File: src/rtl/trace_sequencer_if.sv
// Bus between the row controller, the wall tracer and the row renderer.
// The controller uses the slave modport; the driving environment uses the master modport.
interface trace_sequencer_if #(
  parameter int unsigned W     = 24,
  parameter int unsigned SIZEW = 11
);
  localparam int unsigned ROWW = 10;

  // frame / line timing and camera plane
  logic                 vsync;
  logic                 i_line;
  logic signed [W-1:0]  i_vplaneX;
  logic signed [W-1:0]  i_vplaneY;

  // tracer result handshake
  logic                 i_done;
  logic                 i_side;
  logic [SIZEW-1:0]     i_size;

  // tracer control and renderer presentation
  logic                 o_run;
  logic [ROWW-1:0]      o_trace_row;
  logic signed [W-1:0]  o_addendX;
  logic signed [W-1:0]  o_addendY;
  logic                 o_side;
  logic [SIZEW-1:0]     o_size;
  logic                 o_valid;
  logic                 o_overrun;

  modport master (
    output vsync, i_line, i_vplaneX, i_vplaneY, i_done, i_side, i_size,
    input  o_run, o_trace_row, o_addendX, o_addendY, o_side, o_size, o_valid, o_overrun
  );

  modport slave (
    input  vsync, i_line, i_vplaneX, i_vplaneY, i_done, i_side, i_size,
    output o_run, o_trace_row, o_addendX, o_addendY, o_side, o_size, o_valid, o_overrun
  );
endinterface

File: src/rtl/trace_sequencer.sv
// Row-level controller for the wall tracer: preloads the ray-deflection accumulator per frame,
// gates the tracer row by row and presents each finished result on the following line strobe.
module trace_sequencer #(
  parameter int unsigned ROWS  = 480,
  parameter int unsigned W     = 24,
  parameter int unsigned SIZEW = 11
) (
  input logic              clk,
  input logic              reset,
  trace_sequencer_if.slave bus
);

  localparam int unsigned ROWW = 10;
  localparam int unsigned HALF = ROWS / 2;
  localparam logic [ROWW-1:0] HALF_CNT = ROWW'(HALF);
  localparam logic [ROWW-1:0] LAST_ROW = ROWW'(ROWS - 1);

  typedef enum logic [2:0] {
    IDLE,
    PRELOAD,
    RESTART,
    TRACE,
    DONE
  } state_t;

  state_t              state;
  logic [ROWW-1:0]     cnt;
  logic signed [W-1:0] vplaneX;
  logic signed [W-1:0] vplaneY;
  logic signed [W-1:0] addendX;
  logic signed [W-1:0] addendY;
  logic [ROWW-1:0]     traceRow;
  logic                run;
  logic                resOk;
  logic                resSide;
  logic [SIZEW-1:0]    resSize;
  logic                side;
  logic [SIZEW-1:0]    size;
  logic                valid;
  logic                overrun;

  // A result finishing in the strobe cycle itself still counts as on time.
  logic             captureNow;
  logic             presentOk;
  logic             presentSide;
  logic [SIZEW-1:0] presentSize;

  assign captureNow  = (state == TRACE) && bus.i_done;
  assign presentOk   = resOk || captureNow;
  assign presentSide = captureNow ? bus.i_side : resSide;
  assign presentSize = captureNow ? bus.i_size : resSize;

  always_ff @(posedge clk or posedge reset) begin
    if (reset) begin
      state    <= IDLE;
      cnt      <= '0;
      vplaneX  <= '0;
      vplaneY  <= '0;
      addendX  <= '0;
      addendY  <= '0;
      traceRow <= '0;
      run      <= 1'b0;
      resOk    <= 1'b0;
      resSide  <= 1'b0;
      resSize  <= '0;
      side     <= 1'b0;
      size     <= '0;
      valid    <= 1'b0;
      overrun  <= 1'b0;
    end else if (bus.vsync) begin
      // Vertical blank restarts the frame and tracks the camera plane until it ends.
      state    <= PRELOAD;
      cnt      <= '0;
      vplaneX  <= bus.i_vplaneX;
      vplaneY  <= bus.i_vplaneY;
      addendX  <= '0;
      addendY  <= '0;
      traceRow <= '0;
      run      <= 1'b0;
      overrun  <= 1'b0;
      resOk    <= 1'b0;
    end else begin
      case (state)
        PRELOAD: begin
          if (bus.i_line) begin
            overrun <= 1'b1;
          end
          if (cnt == HALF_CNT) begin
            state <= TRACE;
            run   <= 1'b1;
          end else begin
            addendX <= addendX - vplaneX;
            addendY <= addendY - vplaneY;
            cnt     <= cnt + ROWW'(1);
          end
        end

        RESTART, TRACE, DONE: begin
          if (state == RESTART) begin
            state <= TRACE;
            run   <= 1'b1;
          end
          if (captureNow) begin
            resSide <= bus.i_side;
            resSize <= bus.i_size;
            resOk   <= 1'b1;
            state   <= DONE;
          end
          // Line strobe: present the previous row and move the tracer on; overrides the above.
          if (bus.i_line) begin
            side  <= presentOk && presentSide;
            size  <= presentOk ? presentSize : '0;
            valid <= presentOk;
            if ((state == TRACE) && !bus.i_done) begin
              overrun <= 1'b1;
            end
            run <= 1'b0;
            if (traceRow == LAST_ROW) begin
              state <= IDLE;
            end else begin
              traceRow <= traceRow + ROWW'(1);
              addendX  <= addendX + vplaneX;
              addendY  <= addendY + vplaneY;
              resOk    <= 1'b0;
              state    <= RESTART;
            end
          end
        end

        default: begin
          run <= 1'b0;
        end
      endcase
    end
  end

  assign bus.o_run       = run;
  assign bus.o_trace_row = traceRow;
  assign bus.o_addendX   = addendX;
  assign bus.o_addendY   = addendY;
  assign bus.o_side      = side;
  assign bus.o_size      = size;
  assign bus.o_valid     = valid;
  assign bus.o_overrun   = overrun;

endmodule

File: src/flat_wrapper.sv
// flat-port wrapper written by rule: the top's interface ports become plain ports
module trace_sequencer_flat 
#(
  parameter int unsigned ROWS  = 480,
  parameter int unsigned W     = 24,
  parameter int unsigned SIZEW = 11
)
  (clk, reset, bus_vsync, bus_i_line, bus_i_vplaneX, bus_i_vplaneY, bus_i_done, bus_i_side, bus_i_size, bus_o_run, bus_o_trace_row, bus_o_addendX, bus_o_addendY, bus_o_side, bus_o_size, bus_o_valid, bus_o_overrun);
  trace_sequencer_if #(.W(W), .SIZEW(SIZEW)) bus_i ();
  input logic clk;
  input logic reset;
  input wire logic [$bits(bus_i.vsync)-1:0] bus_vsync;
  input wire logic [$bits(bus_i.i_line)-1:0] bus_i_line;
  input wire logic [$bits(bus_i.i_vplaneX)-1:0] bus_i_vplaneX;
  input wire logic [$bits(bus_i.i_vplaneY)-1:0] bus_i_vplaneY;
  input wire logic [$bits(bus_i.i_done)-1:0] bus_i_done;
  input wire logic [$bits(bus_i.i_side)-1:0] bus_i_side;
  input wire logic [$bits(bus_i.i_size)-1:0] bus_i_size;
  output wire logic [$bits(bus_i.o_run)-1:0] bus_o_run;
  output wire logic [$bits(bus_i.o_trace_row)-1:0] bus_o_trace_row;
  output wire logic [$bits(bus_i.o_addendX)-1:0] bus_o_addendX;
  output wire logic [$bits(bus_i.o_addendY)-1:0] bus_o_addendY;
  output wire logic [$bits(bus_i.o_side)-1:0] bus_o_side;
  output wire logic [$bits(bus_i.o_size)-1:0] bus_o_size;
  output wire logic [$bits(bus_i.o_valid)-1:0] bus_o_valid;
  output wire logic [$bits(bus_i.o_overrun)-1:0] bus_o_overrun;
  assign bus_i.vsync = bus_vsync;
  assign bus_i.i_line = bus_i_line;
  assign bus_i.i_vplaneX = bus_i_vplaneX;
  assign bus_i.i_vplaneY = bus_i_vplaneY;
  assign bus_i.i_done = bus_i_done;
  assign bus_i.i_side = bus_i_side;
  assign bus_i.i_size = bus_i_size;
  assign bus_o_run = bus_i.o_run;
  assign bus_o_trace_row = bus_i.o_trace_row;
  assign bus_o_addendX = bus_i.o_addendX;
  assign bus_o_addendY = bus_i.o_addendY;
  assign bus_o_side = bus_i.o_side;
  assign bus_o_size = bus_i.o_size;
  assign bus_o_valid = bus_i.o_valid;
  assign bus_o_overrun = bus_i.o_overrun;
  trace_sequencer #(.ROWS(ROWS), .W(W), .SIZEW(SIZEW)) u_core (.clk(clk), .reset(reset), .bus(bus_i));
endmodule
File: config.mk
export PLATFORM = sky130hd
export DESIGN_NAME = trace_sequencer_flat
export DESIGN_NICKNAME = d
export VERILOG_FILES = /design/src/rtl/trace_sequencer_if.sv /design/src/rtl/trace_sequencer.sv /design/src/flat_wrapper.sv
export SDC_FILE = /design/constraint.sdc
export NUM_CORES = 1
export LEC_CHECK = 0
export BUFFER_PORTS_ARGS = -buffer_cell sky130_fd_sc_hd__buf_2
export CORE_MARGIN = 2
export CORE_UTILIZATION = 50
export CTS_CLUSTER_DIAMETER = 100
export CTS_CLUSTER_SIZE = 14
export DETAILED_ROUTE_END_ITERATION = 12
export MAX_ROUTING_LAYER = met4
export PLACE_DENSITY = 0.71
export SYNTH_ARGS = -nofsm -noshare
export SYNTH_HDL_FRONTEND = slang
export SYNTH_SLANG_ARGS = --single-unit
File: constraint.sdc
create_clock -name clk -period 13.8 [get_ports clk]
set_clock_uncertainty 0.05 [all_clocks]
set_input_delay 2.07 -clock clk [delete_from_list [all_inputs] [get_ports clk]]
set_output_delay 2.07 -clock clk [all_outputs]
set_load 0.005 [all_outputs]
==> metrics.txt, run 1 <==
parity-gate share of the synthesized area counting xor and xnor cells=9.473%; post-synthesis sequential area ratio=39.01%; largest net degree at the start of global routing=77; power density of the placed cells=227.8 nW/um^2; drt via density=5.804; Slowest-stage cell, CP=or4_4; worst r2r path cells=13; arrival time reported for the critical path endpoint=4560 ps; Die W=141.3 um; worst hold margin=425.2 ps; LEAKAGE=5.127 nW; unrepaired setup endpoints after global routing=no; vias in the first global route=7439; initial antenna violation count=0; Main synth FF type=dfrtp_1; synthesized instance count=992; clock tree from TritonCTS=done; top post-synthesis cells by area=dfrtp_1 (39%), ha_1 (7.8%), mux2_2 (6.3%), xnor2_1 (4.9%), xor2_1 (4.6%); first-pass GRT wire length=37.65 mm; Sum Neg Setup Slack=0 ps; CP top delay family=compound AO/OA/AOI/OAI gates; ordered cell list for the critical path=or4_4 > nor3_4 > or3b_4 > o21ai_0 > xnor2_1 > ha_1 > a21oi_1 > o211ai_1 > o31ai_1 > o21ai_0 > a2111oi_0 > a311oi_1 > nand4_1; diodes inserted=0; DRC viols=0; type of the setup path with the least slack=reg -> reg; max-cap check violation count=0; effective utilization at floorplan=50.75%; CTS root buf=clkbuf_16; Final Max Slew Viols=0; CORE AREA=18580 sq um; Net Count, Synth=1118; clock buffer count from CTS=17; Worst path max stage delay=590 ps; wire per inst=16.92 um; synth-to-layout area growth=15.18%; Clock Latency Late Sink=430 ps; Core Rows=50; # resized after CTS=0; Routed Antenna Nets=0; number of hold violations in the final report=0; number of cells on the worst hold path=2; Clock H-tree levels=4; proportion of netlist area held by the largest area contributor=39.01%; Remaining Overflow, GRT=0; Yosys warning total=0; largest area contributor in the netlist=dfrtp_1; simple-gate share of the synthesized area=14.69%; final cycle utilization of the critical path=30.79%; Post-synth EDFFs=0; most used cell, CP=o21ai_0; Buf+Inv Stages, Crit Path=0; register share of total power=25.7%; stages on the worst setup path=13; final setup vio count=0; critical path required time=14110 ps; post-synthesis cell area=9430 sq um; Sw Share=44.22%; outcome=complete, no violations; initial DRC count=436; aggregate global-route resource usage=24.11%; Adder-Cell Fraction of Synth Area=8.253%; gpl congestion=0.8669; largest vdd supply drop=0.1025 mV; I/O pins=138; multiplexer area fraction after synthesis=6.435%; combined area of the multi-input logic cells=5459 sq um; FMAX=235.4 MHz; final WL=22.93 mm; Comb pwr share=55.7%; compound-gate portion of the synthesized area=19.00%; total number of clock tree sinks=147; Detailed Place HPWL=16.39 mm; Final Critical Period=4249 ps; actual slew at the worst max-slew pin=940.0 ps; nets=1234; count of state elements after synthesis=147; cell internal pwr=1.380 mW; part of the power in the clock network=18.6%; buffer levels on the longest clock path=2; kind of start point of the critical path=flop; Pre-Repair DR Iteration Count=5; number of hold-repair buffers added at the cts stage=0; main combinational cell family by area after synthesis=compound AO/OA/AOI/OAI gates; area of the die=19980 sq um; clock transition at the registers of the reported paths=70 ps; via total after detailed routing=7865; layout cells sized above 1=22.03%; Max transition margin=37.34%; Sequential Area=3679 sq um; fill cell total of the finished layout=1589; # port buffers=137; Net Switching=1.094 mW; vertical die dimension=141.3 um; Netlist cell types=66; average size of a mapped cell=9.506 sq um; Hold Crit Class=reg -> reg; kind of capture point of the worst setup path=flop; fraction of synthesis flops using an asynchronous set or reset pin=100.0%; worst-path maximum fanout=8; buffers inserted during post-CTS setup optimization=0
-- layer usage --
| metal | vias to the layer above | wire length, um | global-route usage (%) |
|---|---|---|---|
| met3 | 27 | 1388 | 4.927 |
| met5 | - | 0 | - |
| li1 | 3809 | - | - |
| met1 | 3797 | 10930 | 33.10 |
| met4 | 0 | 301 | 6.895 |
| met2 | 232 | 10310 | 36.46 |
-- worst min-delay path, delay by kind of cell (launching register included) --
family	cells	cell delay, ps
AO/OA/AOI/OAI	1	60
flip-flops	1	340
AND/OR/NAND/NOR	1	40
-- power by group through the flow --
| stage | clock network [mW] | registers (mW) | logic, mW |
|---|---|---|---|
| finish | 0.460 | 0.637 | 1.38 |
| global route | 0.488 | 0.651 | 1.53 |
| CTS | 0.469 | 0.636 | 1.37 |
| detailed placement | 0 | 0.642 | 1.36 |
| global placement | 0 | 0.641 | 1.33 |
| floorplan | 0 | 0.618 | 1.06 |
-- worst paths after layout --
path                                      startpoint                  endpoint  slack (ps)
worst max register to register     u_core.vplaneX[8]  u_core.bus.o_addendX[23]        9550
worst min register to register  u_core.bus.o_size[6]      u_core.bus.o_size[6]         430
max in group asynchronous                      reset         u_core.vplaneX[6]       10590
worst min-delay path            u_core.bus.o_size[6]      u_core.bus.o_size[6]         430
worst max-delay path               u_core.vplaneX[8]  u_core.bus.o_addendX[23]        9550
min in group asynchronous                      reset        u_core.vplaneY[10]        1690
-- registers in the layout, summed over array words and instances (netlist names), 3 cells and up --
register	flops
u_core.state	3
u_core.bus.o_size	11
u_core.vplaneX	24
u_core.resSize	11
u_core.bus.o_trace_row	10
u_core.vplaneY	24
u_core.bus.o_addendY	24
u_core.bus.o_addendX	24
u_core.cnt	10
-- cells in the mapped netlist (18+ instances only) --
master	number
and3_1	18
inv_1	27
a21o_1	19
a22o_1	26
clkbuf_1	33
ha_1	59
a21oi_1	61
o21ai_0	57
nor2_1	73
mux2_2	53
dfrtp_1	147
nand2_1	94
o31ai_1	22
xnor2_1	53
xor2_1	49
nor3_1	22
-- cells by family after synthesis --
group / Yosys count
fa+ha+maj: 61
compound gates: 267
mux: 54
xor+xnor: 102
buf+inv: 75
simple gates: 286
flops: 147
-- metrics by stage --
stage               cell area [sq um]  setup slack [ps]  utilization [%]  std cells  total power [mW]
CTS                             10860              9574            58.46       1355             2.474
finish                          10860              9551            58.46       1355             2.474
detailed placement              10280              9339            55.35       1323             2.003
global placement                10280              9400            55.35       1323             1.976
floorplan                        9430              7729                -        992             1.676
global route                    10860              9237            58.46       1355             2.671
-- final cells by class --
cell class | instances | area share, %
Timing Repair Buffer | 145 | 6.889
Inverter | 27 | 0.9791
Clock inverter | 15 | 1.394
Clock buffer | 17 | 3.917
Sequential cell | 147 | 33.87
Tap cell | 234 | 2.696
Multi-Input combinational cell | 770 | 50.26
-- cells in the final DEF (no fill, tap or decap), types with 10 or more instances in the layout --
master / Yosys / final
a21o_1: 19 / 19
a21oi_1: 61 / 61
a22o_1: 26 / 26
a31oi_1: 13 / 13
and3_1: 18 / 18
buf_2: 9 / 136
clkbuf_16: 0 / 17
dfrtp_1: 147 / 147
ha_1: 59 / 59
inv_1: 27 / 26
mux2_2: 53 / 53
nand2_1: 94 / 94
nand3_1: 17 / 17
nand4_1: 12 / 12
nor2_1: 73 / 73
nor3_1: 22 / 22
o21a_1: 10 / 10
o21ai_0: 57 / 56
o31ai_1: 22 / 22
xnor2_1: 53 / 53
xor2_1: 49 / 49
No activity file was read; power rests on OpenSTA's default activity.
==> run 2, diff against run 1 <==
PLACE_DENSITY = 0.74   (was 0.71)
clock period = 3.6 ns   (was 13.8 ns; I/O delays follow)
==> run 2 against run 1 <==
  * Count of clock-buffer cells in the layout grew 1
  * Total power rose to 4.2 times the previous value
  * Worst setup slack got worse by 9700 ps
  * Routed wire length is 7.0% higher
  * Final cell count grew 6.6%
  * Critical path depth up 3
  * Sequential power grew to 3.8 times the previous value
  * Register-to-register slack got worse by 9700 ps
  * Via count is 5.2% higher
  * The flow now finishes with violations (setup timing)
  * First-iteration DRC count fell by 4.6%
  * Combinational power grew to 4.6 times the previous value
==> metrics.txt, run 2 (synthesis gave the netlist of run 1 again) <==
actual slew at the worst max-slew pin=892.0 ps (was 940.0 ps); commonest cells after routing, fill and taps aside=dfrtp_1 (147), buf_2 (136), nand2_1 (93), buf_4 (93), nor2_1 (70) (was dfrtp_1 (147), buf_2 (136), nand2_1 (94), nor2_1 (73), a21oi_1 (61)); initial antenna violation count=0 (unchanged); worst-path maximum fanout=6 (was 8); outcome=complete, but fails checks (was complete, no violations); gpl congestion=0.9450 (was 0.8669); Detailed Place HPWL=17.60 mm (was 16.39 mm); clock buffer count from CTS=17 (unchanged); total power after layout=10.50 mW (was 2.474 mW); met2 usage in global routing=39.29% (was 36.46%); FMAX=265.6 MHz (was 235.4 MHz); LEAKAGE=5.609 nW (was 5.127 nW); cell internal pwr=6.006 mW (was 1.380 mW); fill cell total of the finished layout=1527 (was 1589); arrival time reported for the critical path endpoint=4010 ps (was 4560 ps); Clock Latency Late Sink=430 ps (about the same); Sequential Area=3679 sq um (unchanged); Final WS setup=-165.5 ps (was 9551 ps); final setup vio count=1 (was 0); number of hold violations in the final report=0 (unchanged); Die W=141.3 um (unchanged); violated checks=setup timing; Max transition margin=40.47% (was 37.34%); layout cells sized above 1=31.65% (was 22.03%); Net Switching=4.492 mW (was 1.094 mW); vias in the first global route=8014 (was 7439); register share of total power=22.9% (was 25.7%); wire per inst=16.99 um (was 16.92 um); final standard cell utilization of the core=63.72% (was 58.46%); Final Critical Period=3765 ps (was 4249 ps); unrepaired setup endpoints after global routing=yes (was no); global-route met1 utilization=34.54% (was 33.10%); CORE AREA=18580 sq um (unchanged); Pre-Repair DR Iteration Count=5 (unchanged); nets=1323 (was 1234); ordered cell list for the critical path=or4_4 > nor3_4 > or3b_4 > o21ai_4 > o21ai_2 > xor2_2 > ha_4 > nand4_1 > o211ai_1 > o31ai_2 > buf_4 > buf_4 > nand2_1 > a211oi_1 > a21oi_1 > nand4_1 (was or4_4 > nor3_4 > or3b_4 > o21ai_0 > xnor2_1 > ha_1 > a21oi_1 > o211ai_1 > o31ai_1 > o21ai_0 > a2111oi_0 > a311oi_1 > nand4_1); Slowest-stage cell, CP=or4_4 (unchanged); Routed Antenna Nets=0 (unchanged); type of the setup path with the least slack=reg -> reg (unchanged); area of the die=19980 sq um (unchanged); part of the power in the clock network=16.7% (was 18.6%); drt via density=5.729 (was 5.804); final cycle utilization of the critical path=104.6% (was 30.79%); clock transition at the registers of the reported paths=60 ps (was 70 ps); diodes inserted=0 (unchanged); Core Rows=50 (unchanged); Comb pwr share=60.4% (was 55.7%); synth-to-layout area growth=25.55% (was 15.18%); CTS root buf=clkbuf_16 (unchanged); max-cap check violation count=0 (unchanged); final WL=24.54 mm (was 22.93 mm); CP top delay family=simple AND/OR/NAND/NOR gates (was compound AO/OA/AOI/OAI gates); kind of capture point of the worst setup path=flop (unchanged); aggregate global-route resource usage=25.38% (was 24.11%); via total after detailed routing=8272 (was 7865); Hold Crit Class=in -> async (was reg -> reg); Worst path max stage delay=580 ps (was 590 ps); leading cell type in the layout, fill and taps excluded=dfrtp_1 (unchanged); vertical die dimension=141.3 um (unchanged); Clock H-tree levels=4 (unchanged); Sw Share=42.79% (was 44.22%); power density of the placed cells=886.7 nW/um^2 (was 227.8 nW/um^2); Final Max Slew Viols=0 (unchanged); # port buffers=137 (unchanged); largest net degree at the start of global routing=82 (was 77); Buf+Inv Stages, Crit Path=2 (was 0); clock tree from TritonCTS=done (unchanged); critical path required time=3850 ps (was 14110 ps); initial DRC count=416 (was 436); combined area of the multi-input logic cells=5732 sq um (was 5459 sq um); kind of start point of the critical path=flop (unchanged); DRC viols=0 (unchanged); largest vdd supply drop=0.3681 mV (was 0.1025 mV); I/O pins=138 (unchanged); buffer levels on the longest clock path=2 (unchanged); first-pass GRT wire length=39.75 mm (was 37.65 mm); Remaining Overflow, GRT=0 (unchanged); most congested layer reported by global routing=met2 (unchanged); effective utilization at floorplan=50.75% (unchanged); total number of clock tree sinks=147 (unchanged); GRT met3 Usage=5.299% (was 4.927%)
## run 2: power by group through the flow
stage	logic [mW]	registers, mW	clock network [mW]
finish	6.34	2.40	1.76
detailed placement	5.83	2.42	0
floorplan	4.08	2.37	0
global placement	5.71	2.41	0
CTS	5.93	2.39	1.79
global route	6.99	2.45	1.87
## run 2: path summary, 6_finish.rpt
kind	from	to	depth (start not counted)	slack, ps
max reg2reg	u_core.vplaneX[9]	u_core.bus.o_addendX[23]	16	-170
max in group asynchronous	reset	u_core.bus.o_addendY[4]	3	2370
min in group clk	bus_i_vplaneX[22]	u_core.vplaneX[22]	3	280
max	u_core.vplaneX[9]	u_core.bus.o_addendX[23]	16	-170
min	reset	u_core.vplaneY[15]	2	180
min reg2reg	u_core.bus.o_size[6]	u_core.bus.o_size[6]	2	430
## run 2: per-stage QoR
step / cells / instance area, sq um / TNS (ps) / setup WS (ps) / hold slack (ps)
finish: 1444 / 11840 / -165.5 / -165.5 / 182.9
detailed placement: 1398 / 10890 / -320.9 / -82.54 / 418.6
floorplan: 992 / 9455 / -33.05 / -33.05 / 422.2
CTS: 1432 / 11510 / -53.04 / -37.04 / 189.5
global route: 1444 / 11840 / -536.3 / -348.2 / 208.4
global placement: 1398 / 10890 / 0 / 3.219 / 409.2
## run 2: area by class of cell
cell class	instances	area share [%]
inverter	27	0.8877
clock inverter	14	1.184
clock buffer	18	3.709
tap	234	2.473
timing repair buffer	234	12.27
sequential	147	31.07
multi-input combinational	770	48.41
## run 2: timing repair
action                                  4_1_cts  5_1_grt
hold endpoints to repair                      0        0
endpoints found under the setup margin        9       19
resized for setup                             7       53
hold buffers                                  0        0
setup buffers                                 2       12
pin swaps                                     3       30
## run 2: routing by layer
| metal | up-vias | routed length [um] |
|---|---|---|
| li1 | 3999 | - |
| met1 | 4015 | 11420 |
| met2 | 219 | 11450 |
| met3 | 39 | 1245 |
| met4 | 0 | 425 |
| met5 | - | 0 |
==> run 3, diff against run 2 <==
PLACE_DENSITY = 0.71   (was 0.74)
clock period = 3.9 ns   (was 3.6 ns; I/O delays follow)
==> run 3 against run 2 <==
  * The flow now finishes without violations
  * Die area is the same
  * Flip-flop and latch count did not move
  * Sequential share of layout area rose by 2.0 points
  * Critical path depth fell by 2
  * Global-route usage fell by 0.99 points
  * Utilization down 3.9 points
  * Clock power about the same
  * Largest power group unchanged
  * Highest routed layer unchanged
==> metrics.txt, run 3 (synthesis gave the netlist of run 1 again) <==
FMAX=267.0 MHz (was 265.6 MHz); I/O pins=138 (unchanged); # port buffers=137 (unchanged); arrival time reported for the critical path endpoint=4060 ps (was 4010 ps); DRC viols=0 (unchanged); Final Max Slew Viols=0 (unchanged); Detailed Place HPWL=16.93 mm (was 17.60 mm); CTS root buf=clkbuf_16 (unchanged); initial DRC count=473 (was 416); area of the die=19980 sq um (unchanged); Clock Latency Late Sink=430 ps (about the same); effective utilization at floorplan=50.75% (unchanged); worst reg2reg setup slack=150 ps (was -170 ps); synth-to-layout area growth=17.87% (was 25.55%); Die W=141.3 um (unchanged); worst reg2reg startpoint=u_core.vplaneX[8] (was u_core.vplaneX[9]); Routed Antenna Nets=0 (unchanged); worst reg2reg path endpoint=u_core.bus.o_addendX[23] (unchanged); final setup vio count=0 (was 1); Final WS setup=154.5 ps (was -165.5 ps); buffer levels on the longest clock path=2 (unchanged); area of placed instances=10440 sq um (was 10890 sq um); critical path required time=4210 ps (was 3850 ps); Core Rows=50 (unchanged); total number of clock tree sinks=147 (unchanged); kind of start point of the critical path=flop (unchanged); type of the setup path with the least slack=reg -> reg (unchanged); drt via density=5.850 (was 5.729); layout cells sized above 1=23.68% (was 31.65%); final WL=23.33 mm (was 24.54 mm); Hold Crit Class=in -> async (unchanged); nets=1253 (was 1323); largest net degree at the start of global routing=71 (was 82); Max transition margin=45.36% (was 40.47%); leading cell type in the layout, fill and taps excluded=dfrtp_1 (unchanged); clock tree from TritonCTS=done (unchanged); clock transition at the registers of the reported paths=70 ps (was 60 ps); actual slew at the worst max-slew pin=819.6 ps (was 892.0 ps); Remaining Overflow, GRT=0 (unchanged); number of hold violations in the final report=0 (unchanged); total power after layout=9.116 mW (was 10.50 mW); max-cap check violation count=0 (unchanged); commonest cells after routing, fill and taps aside=dfrtp_1 (147), buf_2 (136), nand2_1 (94), nor2_1 (73), a21oi_1 (61) (was dfrtp_1 (147), buf_2 (136), nand2_1 (93), buf_4 (93), nor2_1 (70)); worst-path maximum fanout=8 (was 6); vertical die dimension=141.3 um (unchanged); first-pass GRT wire length=38.21 mm (was 39.75 mm); unrepaired setup endpoints after global routing=yes (unchanged); final instance count without filler cells=1376 (was 1444); LEAKAGE=5.260 nW (was 5.609 nW); Post-Place Worst Slack=95.05 ps (was -82.54 ps); worst r2r path cells=14 (was 16); wire per inst=16.95 um (was 16.99 um); Pre-Repair DR Iteration Count=4 (was 5); summed area of non-filler cells in the final layout=11120 sq um (was 11840 sq um); power density of the placed cells=820.1 nW/um^2 (was 886.7 nW/um^2); gpl congestion=0.9200 (was 0.9450); CORE AREA=18580 sq um (unchanged); Final Critical Period=3745 ps (was 3765 ps); initial antenna violation count=2 (was 0); clock buffer count from CTS=17 (unchanged); kind of capture point of the worst setup path=flop (unchanged); Clock H-tree levels=4 (unchanged); via total after detailed routing=8050 (was 8272); vias in the first global route=7629 (was 8014); largest vdd supply drop=0.3448 mV (was 0.3681 mV); outcome=complete, no violations (was complete, but fails checks); aggregate global-route resource usage=24.39% (was 25.38%); final cycle utilization of the critical path=96.04% (was 104.6%); cell count after placement=1341 (was 1398)
run 3: worst max-delay path, stage by stage, from the launching register on:
cell,delay (ps)
dfrtp_1,420
or4_4,600
nor3_4,240
or3b_4,420
o21ai_4,170
o21ai_1,100
xor2_1,140
ha_2,340
nand3_1,110
o211ai_1,110
o31ai_1,270
o21ai_0,140
a2111oi_1,360
a311oi_1,100
nand4_1,100
run 3: per-stage QoR:
step / util, % / setup TNS, ps / hold slack [ps]
final: 59.82 / 0 / 145.8
after global routing: 59.82 / -36.07 / 198.1
after CTS: 59.63 / 0 / 151.7
after floorplan: - / 0 / 422.2
after global placement: 56.21 / 0 / 412.7
after detailed placement: 56.21 / 0 / 417.4
run 3: per-layer routing:
| metal | GRT usage, % | wire (um) | part of all wire (%) | up-vias |
|---|---|---|---|---|
| li1 | - | - | - | 3881 |
| met1 | 33.44 | 11000 | 47 | 3902 |
| met2 | 36.36 | 10450 | 45 | 238 |
| met3 | 5.400 | 1485 | 6.4 | 29 |
| met4 | 7.579 | 390 | 1.7 | 0 |
| met5 | - | 0 | 0 | - |
run 3: worst max path at each step:
stage	cells past startpoint	end	startpoint
floorplan	14	u_core.bus.o_addendX[23]	u_core.vplaneX[8]
global placement	14	u_core.bus.o_addendX[23]	u_core.vplaneX[8]
CTS	14	u_core.bus.o_addendX[23]	u_core.vplaneX[8]
global route	14	u_core.bus.o_addendX[23]	u_core.vplaneX[8]
finish	14	u_core.bus.o_addendX[23]	u_core.vplaneX[8]
detailed placement	14	u_core.bus.o_addendX[23]	u_core.vplaneX[8]
run 3: power breakdown:
group | total [mW] | switching (mW) | internal, mW
combinational | 5.11 | 2.83 | 2.28
clock | 1.78 | 0.736 | 1.04
sequential | 2.23 | 0.334 | 1.90
run 3: final cells by class:
cell class / count / area [sq um]
Fill cell: 1619 / 7465
Multi-Input combinational cell: 770 / 5483
Sequential cell: 147 / 3679
Timing Repair Buffer: 164 / 915.9
Clock buffer: 17 / 425.4
Tap cell: 234 / 292.8
Clock inverter: 15 / 210.2
Inverter: 27 / 105.1
Antenna cell: 2 / 5.005
run 3: what timing repair did:
item | CTS | global route
endpoints found under the setup margin | 0 | 10
hold buffers | 0 | 0
gates resized for setup | 0 | 8
setup buffers | 0 | 1
